===== src/rtl/counter_ctrl_pkg.sv =====
// Shared types for the counter command controller: opcodes, FSM states and
// the cnt_mode encodings understood by the existing counter.
package counter_ctrl_pkg;

  typedef enum logic [1:0] {
    OP_LOAD = 2'b00,
    OP_UP   = 2'b01,
    OP_DOWN = 2'b10,
    OP_GOTO = 2'b11
  } op_e;

  typedef enum logic [1:0] {
    S_IDLE = 2'b00,
    S_EXEC = 2'b01,
    S_DONE = 2'b10
  } state_e;

  localparam logic [1:0] MODE_HOLD = 2'b10;  // load cnt_in == cnt_q
  localparam logic [1:0] MODE_LOAD = 2'b10;
  localparam logic [1:0] MODE_UP   = 2'b01;
  localparam logic [1:0] MODE_DOWN = 2'b00;

  // UP/DOWN are the only ops whose EXEC length comes from the len field.
  function automatic logic is_count(op_e op);
    return (op == OP_UP) || (op == OP_DOWN);
  endfunction

endpackage


===== src/rtl/counter_cmd_fifo.sv =====
// Synchronous command queue with registered storage, a one-cycle flush and
// full/empty flags derived from wrap-bit pointers.
module counter_cmd_fifo #(
  parameter int WIDTH = 8,
  parameter int DEPTH = 4
) (
  input  logic             clk,
  input  logic             rst,
  input  logic             flush,
  input  logic             push,
  input  logic [WIDTH-1:0] wdata,
  input  logic             pop,
  output logic [WIDTH-1:0] rdata,
  output logic             full,
  output logic             empty
);
  localparam int AW = $clog2(DEPTH);

  logic [DEPTH-1:0][WIDTH-1:0] mem;
  logic [AW:0]                 wr_ptr, rd_ptr;

  assign empty = (wr_ptr == rd_ptr);
  assign full  = (wr_ptr[AW] != rd_ptr[AW]) && (wr_ptr[AW-1:0] == rd_ptr[AW-1:0]);
  assign rdata = mem[rd_ptr[AW-1:0]];

  always_ff @(posedge clk) begin
    if (rst || flush) begin
      wr_ptr <= '0;
      rd_ptr <= '0;
    end else begin
      if (push && !full) begin
        mem[wr_ptr[AW-1:0]] <= wdata;
        wr_ptr              <= wr_ptr + 1'b1;
      end
      if (pop && !empty) rd_ptr <= rd_ptr + 1'b1;
    end
  end

endmodule


===== src/rtl/counter_ctrl.sv =====
// Sequences queued LOAD/UP/DOWN/GOTO commands onto an external counter,
// one at a time in acceptance order, with a done pulse per command.
module counter_ctrl
  import counter_ctrl_pkg::*;
#(
  parameter int BIT_WIDTH  = 8,
  parameter int LEN_WIDTH  = 8,
  parameter int FIFO_DEPTH = 4
) (
  input  logic                 clk,
  input  logic                 rst,
  input  logic                 cmd_valid,
  input  logic [1:0]           cmd_op,
  input  logic [BIT_WIDTH-1:0] cmd_value,
  input  logic [LEN_WIDTH-1:0] cmd_len,
  output logic                 cmd_ready,
  input  logic                 abort,
  input  logic [BIT_WIDTH-1:0] cnt_q,
  output logic [BIT_WIDTH-1:0] cnt_in,
  output logic [1:0]           cnt_mode,
  output logic                 busy,
  output logic                 done
);

  typedef struct packed {
    op_e                  op;
    logic [BIT_WIDTH-1:0] value;
    logic [LEN_WIDTH-1:0] len;
  } cmd_t;

  cmd_t   wr_cmd, head, cur;
  state_e state, state_nxt;
  logic   full, empty, push, pop;

  // Ready reflects the pre-pop fill level, so a full queue never takes a
  // push even in a cycle where the head is popped.
  assign cmd_ready = !full && !abort;
  assign push      = cmd_valid && cmd_ready && !rst;
  assign pop       = (state == S_IDLE) && !empty && !abort;

  assign wr_cmd.op    = op_e'(cmd_op);
  assign wr_cmd.value = cmd_value;
  assign wr_cmd.len   = cmd_len;

  counter_cmd_fifo #(
    .WIDTH ($bits(cmd_t)),
    .DEPTH (FIFO_DEPTH)
  ) u_fifo (
    .clk   (clk),
    .rst   (rst),
    .flush (abort),
    .push  (push),
    .wdata (wr_cmd),
    .pop   (pop),
    .rdata (head),
    .full  (full),
    .empty (empty)
  );

  // cur.len doubles as the remaining-cycle counter for UP/DOWN.
  always_ff @(posedge clk) begin
    if (rst) begin
      state <= S_IDLE;
      cur   <= '0;
    end else if (abort) begin
      state <= S_IDLE;
    end else begin
      state <= state_nxt;
      if (pop) cur <= head;
      else if (state == S_EXEC && cur.len != '0) cur.len <= cur.len - 1'b1;
    end
  end

  always_comb begin
    state_nxt = state;
    case (state)
      S_IDLE: begin
        if (pop) state_nxt = (is_count(head.op) && head.len == '0) ? S_DONE : S_EXEC;
      end
      S_EXEC: begin
        case (cur.op)
          OP_LOAD: state_nxt = S_DONE;
          OP_UP,
          OP_DOWN: if (cur.len <= LEN_WIDTH'(1)) state_nxt = S_DONE;
          OP_GOTO: if (cnt_q == cur.value) state_nxt = S_DONE;
        endcase
      end
      S_DONE:  state_nxt = S_IDLE;
      default: state_nxt = S_IDLE;
    endcase
  end

  always_comb begin
    cnt_mode = MODE_HOLD;
    cnt_in   = cnt_q;
    if (state == S_EXEC) begin
      case (cur.op)
        OP_LOAD: begin
          cnt_mode = MODE_LOAD;
          cnt_in   = cur.value;
        end
        OP_UP:   cnt_mode = MODE_UP;
        OP_DOWN: cnt_mode = MODE_DOWN;
        OP_GOTO: begin
          if (cnt_q < cur.value)      cnt_mode = MODE_UP;
          else if (cnt_q > cur.value) cnt_mode = MODE_DOWN;
        end
      endcase
    end
  end

  assign done = (state == S_DONE);
  assign busy = (state != S_IDLE) || !empty;

endmodule


===== config.mk =====
export PLATFORM = sky130hd
export DESIGN_NAME = counter_ctrl
export DESIGN_NICKNAME = d
export VERILOG_FILES = /design/src/rtl/counter_ctrl_pkg.sv /design/src/rtl/counter_cmd_fifo.sv /design/src/rtl/counter_ctrl.sv
export SDC_FILE = /design/constraint.sdc
export NUM_CORES = 1
export LEC_CHECK = 0
export CAP_MARGIN = 20
export CELL_PAD_IN_SITES_DETAIL_PLACEMENT = 1
export CELL_PAD_IN_SITES_GLOBAL_PLACEMENT = 2
export CORE_ASPECT_RATIO = 1.75
export CORE_UTILIZATION = 40
export CTS_CLUSTER_DIAMETER = 150
export DETAILED_ROUTE_END_ITERATION = 10
export PLACE_DENSITY_LB_ADDON = 0.1
export SYNTH_ARGS = -nofsm -noshare
export SYNTH_HDL_FRONTEND = slang
export SYNTH_SLANG_ARGS = --single-unit

===== constraint.sdc =====
create_clock -name clk -period 5.45 [get_ports clk]
set_input_delay 0.545 -clock clk [delete_from_list [all_inputs] [get_ports clk]]
set_output_delay 0.545 -clock clk [all_outputs]
set_load 0.02 [all_outputs]

==> summary.md <==
The run finished with clean final reports. Fraction of layout cells with a size suffix above 1: 0.111. The internal portion of the total power is 1.24 mW.

The final worst clock skew was 0.0114 ns; the synthesized cell area was 4290 µm². After technology mapping, the gate count stands at 311. After synthesis, the largest family of logic cells by area is simple AND/OR/NAND/NOR gates. Starting density of the core: 0.414. Summed over all cells, the static leakage comes to 1.69 nW. Max-cap violations in this run came to 0. Counting flops and latches in the post-synthesis netlist gives 98.

The starting DRC count in detailed routing is 101, and the area fraction of the dominant cell type after synthesis is 0.503. For the fraction of the yosys area taken by sequential cells, the log shows 0.625. Across all hold checks on the routed design, the worst slack comes to 0.459 ns. The number of clock sinks was 98. The worst hold path belongs to the class register to register. The number of enable flip-flop cells after synthesis was 72; the total setup buffers inserted after CTS was 0. The floorplan die width is 80.3 µm.

The share of synthesized flip-flops with an asynchronous set or reset is 0, and the share of the synthesized area in compound gates (AO/OA/AOI/OAI) is 0.0760. After clock tree synthesis, the clock-pin slew on the worst setup and hold paths is 0.06 ns. In this run the remaining antenna-violating nets after routing total 0. The core region is 10400 µm². For this run, the post-layout net count is 404. The floorplan has 49 rows. edfxtp_1 takes more of the synthesized area than any other cell. The share of the clock period used by the worst path is 0.625. The logs give 0 for the number of DRC violations after detailed routing and 43 for the number of primary I/O pins. The share of total power consumed by net switching was 0.220; the vias after detailed routing was 2591. From synthesis to final layout, the design area changed by 19.4%. The delay of the slowest cell on the worst path came out at 0.54 ns.

The library cell with the highest instance count after synthesis was edfxtp_1. Setup repair after global routing left no endpoint under its margin. The count of final max-slew check failures came out at 0. The height of the die is 139 µm, and the number of different library cells in the post-synthesis netlist is 46.

For the final routed database, the setup TNS stands at 0 ns. At the end of routability-driven placement, the weighted congestion stood at 0.758. The clock tree synthesis step divided the H-tree into 3 levels. Data arrives at the worst endpoint at 2.86 ns. Summed over all layers, the routed wires come to 8650 µm. Sorting the synthesized cells by how often they occur yields edfxtp_1, nand2_1, dfxtp_1, ha_1, mux4_2. The actual transition at the worst max-transition pin came out at 0.968 ns. The logs give 0.293 GHz for the fmax and 9 for the number of buffers inserted during clock tree synthesis.

The estimated wirelength of the detail-placed design was 6090 µm. The xor-xnor portion of the synthesized cell area is 0.0219. The aggregate global-route resource usage is 0.176. The initial antenna violation count was 0; the total grt overflow was 0.

For this design, the CTS-stage hold fixing added 0 buffers. 0 antenna diodes ended up in the layout. The number of buffers added on ports came out at 42.

Clock latency on the worst-skew pair, taken at its later pin, is 0.34 ns. Dividing total power by cell area gives a power density of 310 nW/µm². For this design, the slowest cell found on the critical path is clkdlybuf4s50_1.

The run gives 0.350 mW as the net switching power figure. The post-synthesis simple-gate area fraction is 0.100. The fraction of the core area covered by cells at the end of the flow was 0.495; the length of the first detailed-routing pass in iterations was 4. The part of the total power dissipated in sequential elements is 0.519, and the data required time at the worst endpoint is 4.91 ns. STA classifies the critical path startpoint as an input port. TritonCTS built the clock tree. Yosys printed 0 warnings. The average cell area after synthesis was 13.8 µm².

For the peak supply drop, the log shows 0.248 mV. The tools report the number of global-route vias before repair as 2780. The category of the most critical setup path was input port to output port. Counting along the longest clock path gives a buffer depth of 2. The post-synthesis mux area share came out at 0.0994. The die covers 11200 µm².

Post-CTS repair changed the size of 0 cells. The run gives 0.355 as the max-slew headroom at the worst pin. In the routed layout, each cell is associated on average with a via count of 5.31. The signal on the critical path passes through clkdlybuf4s50_1, ha_1, a21o_1, a21o_1, a21oi_1, a31oi_1, or3_1, clkdlybuf4s50_1.

In the synthesized netlist the dominant register cell turns out to be edfxtp_1. Setup violations remaining at the end of the flow were counted as 0. The clock network power share came out at 0.387. The worst setup path is captured at an output port. The clock period could shrink to 3.41 ns. The post-synthesis adder-cell area fraction is 0.0524. The share of power burned in combinational logic was 0.095.

Yosys attributes the largest share of cell area to edfxtp_1, dfxtp_1, mux4_2. Entering global routing, the biggest net connects 22 pins. The run gives 359 as the post-synth net total. In the final routed layout, each cell accounts on average for 17.7 µm. The first global-routing pass estimated 14300 µm of wire. The largest fanout on the critical path is 2, and the worst path setup slack after routing is 2.04 ns. The tree is rooted in a clkbuf_16. Hold violation total from the final report: 0. The design draws 1.59 mW. Before CTS, the worst setup slack after placement is 1.84 ns.
[metrics by stage]
| stage | cell area [µm²] | std cells |
|---|---|---|
| after floorplan | 4290 | 311 |
| after global placement | 4840 | 472 |
| after detailed placement | 4840 | 472 |
| after CTS | 5130 | 488 |
| after global routing | 5130 | 488 |
| final | 5130 | 488 |
[worst max-delay path, delay by kind of cell]
| kind | cells | cell delay, ns |
|---|---|---|
| AO/OA/AOI/OAI | 4 | 0.72 |
| adder cells (fa/ha/maj) | 1 | 0.32 |
| buffers and inverters | 2 | 0.97 |
| AND/OR/NAND/NOR | 1 | 0.31 |
[layout make-up]
| cell class | instances | area, µm² |
|---|---|---|
| Fill cell | 1039 | 5230 |
| Sequential cell | 98 | 2680 |
| Multi-Input combinational cell | 187 | 1500 |
| Timing Repair Buffer | 44 | 435 |
| Clock buffer | 11 | 233 |
| Tap cell | 127 | 159 |
| Inverter | 16 | 60.1 |
| Clock inverter | 5 | 55.1 |
[layout by cell type (no fill, tap or decap), types with 2 or more instances in the layout]
cell             netlist  final
and2_1                 4      4
xor2_1                 4      4
clkbuf_1               5      2
inv_1                 16     16
xnor2_1                3      3
mux4_2                18     18
a21oi_1               16     16
nand3_1                5      5
or2_1                  2      2
clkdlybuf4s50_1        0     42
o211ai_1               2      2
nor2_1                15     15
xnor2_2                2      2
nand2_1               42     42
o21ai_0               10     10
edfxtp_1              72     72
a311oi_1               2      2
nor3_1                 2      2
nor4_1                 2      2
a31oi_1                6      6
or3_1                  3      3
clkbuf_16              0      9
buf_4                  2      2
ha_1                  18     18
a211oi_1               2      2
nand4_1                4      4
nor2b_1                5      5
a21o_1                 2      2
dfxtp_1               26     26
[kinds of logic after synthesis]
logic type,Yosys count
compound gates,49
xor+xnor,9
fa+ha+maj,18
buf+inv,26
flops,98
mux,20
simple gates,91
[layer usage]
layer / vias to the layer above / GRT usage / wire length [µm]
li1: 1252 / - / -
met1: 1289 / 0.197 / 3530
met2: 42 / 0.321 / 4740
met3: 8 / 0.0401 / 244
met4: 0 / 0.0564 / 129
met5: - / 0 / 0
[state kept, by name, indices dropped and copies added, names as in the netlist]
register and flops:
cur 18, u_fifo.wr_ptr 3, u_fifo.rd_ptr 3, state 2, u_fifo.mem 72
[worst paths after layout]
check                    to  cells past startpoint             start  slack, ns
min                  cur[9]                      2            cur[9]       0.46
max reg2reg  u_fifo.mem[56]                      4  u_fifo.rd_ptr[0]       2.85
min reg2reg          cur[9]                      2            cur[9]       0.46
max             cnt_mode[1]                      8          cnt_q[5]       2.04
[power by group through the flow]
stage / clock network, mW / logic (mW) / registers [mW]
final: 0.615 / 0.150 / 0.824
after global routing: 0.655 / 0.169 / 0.826
after CTS: 0.628 / 0.154 / 0.824
after detailed placement: 0 / 0.153 / 0.841
after global placement: 0 / 0.151 / 0.840
after floorplan: 0 / 0.0906 / 0.838
Power figures use the tool's default switching activity.
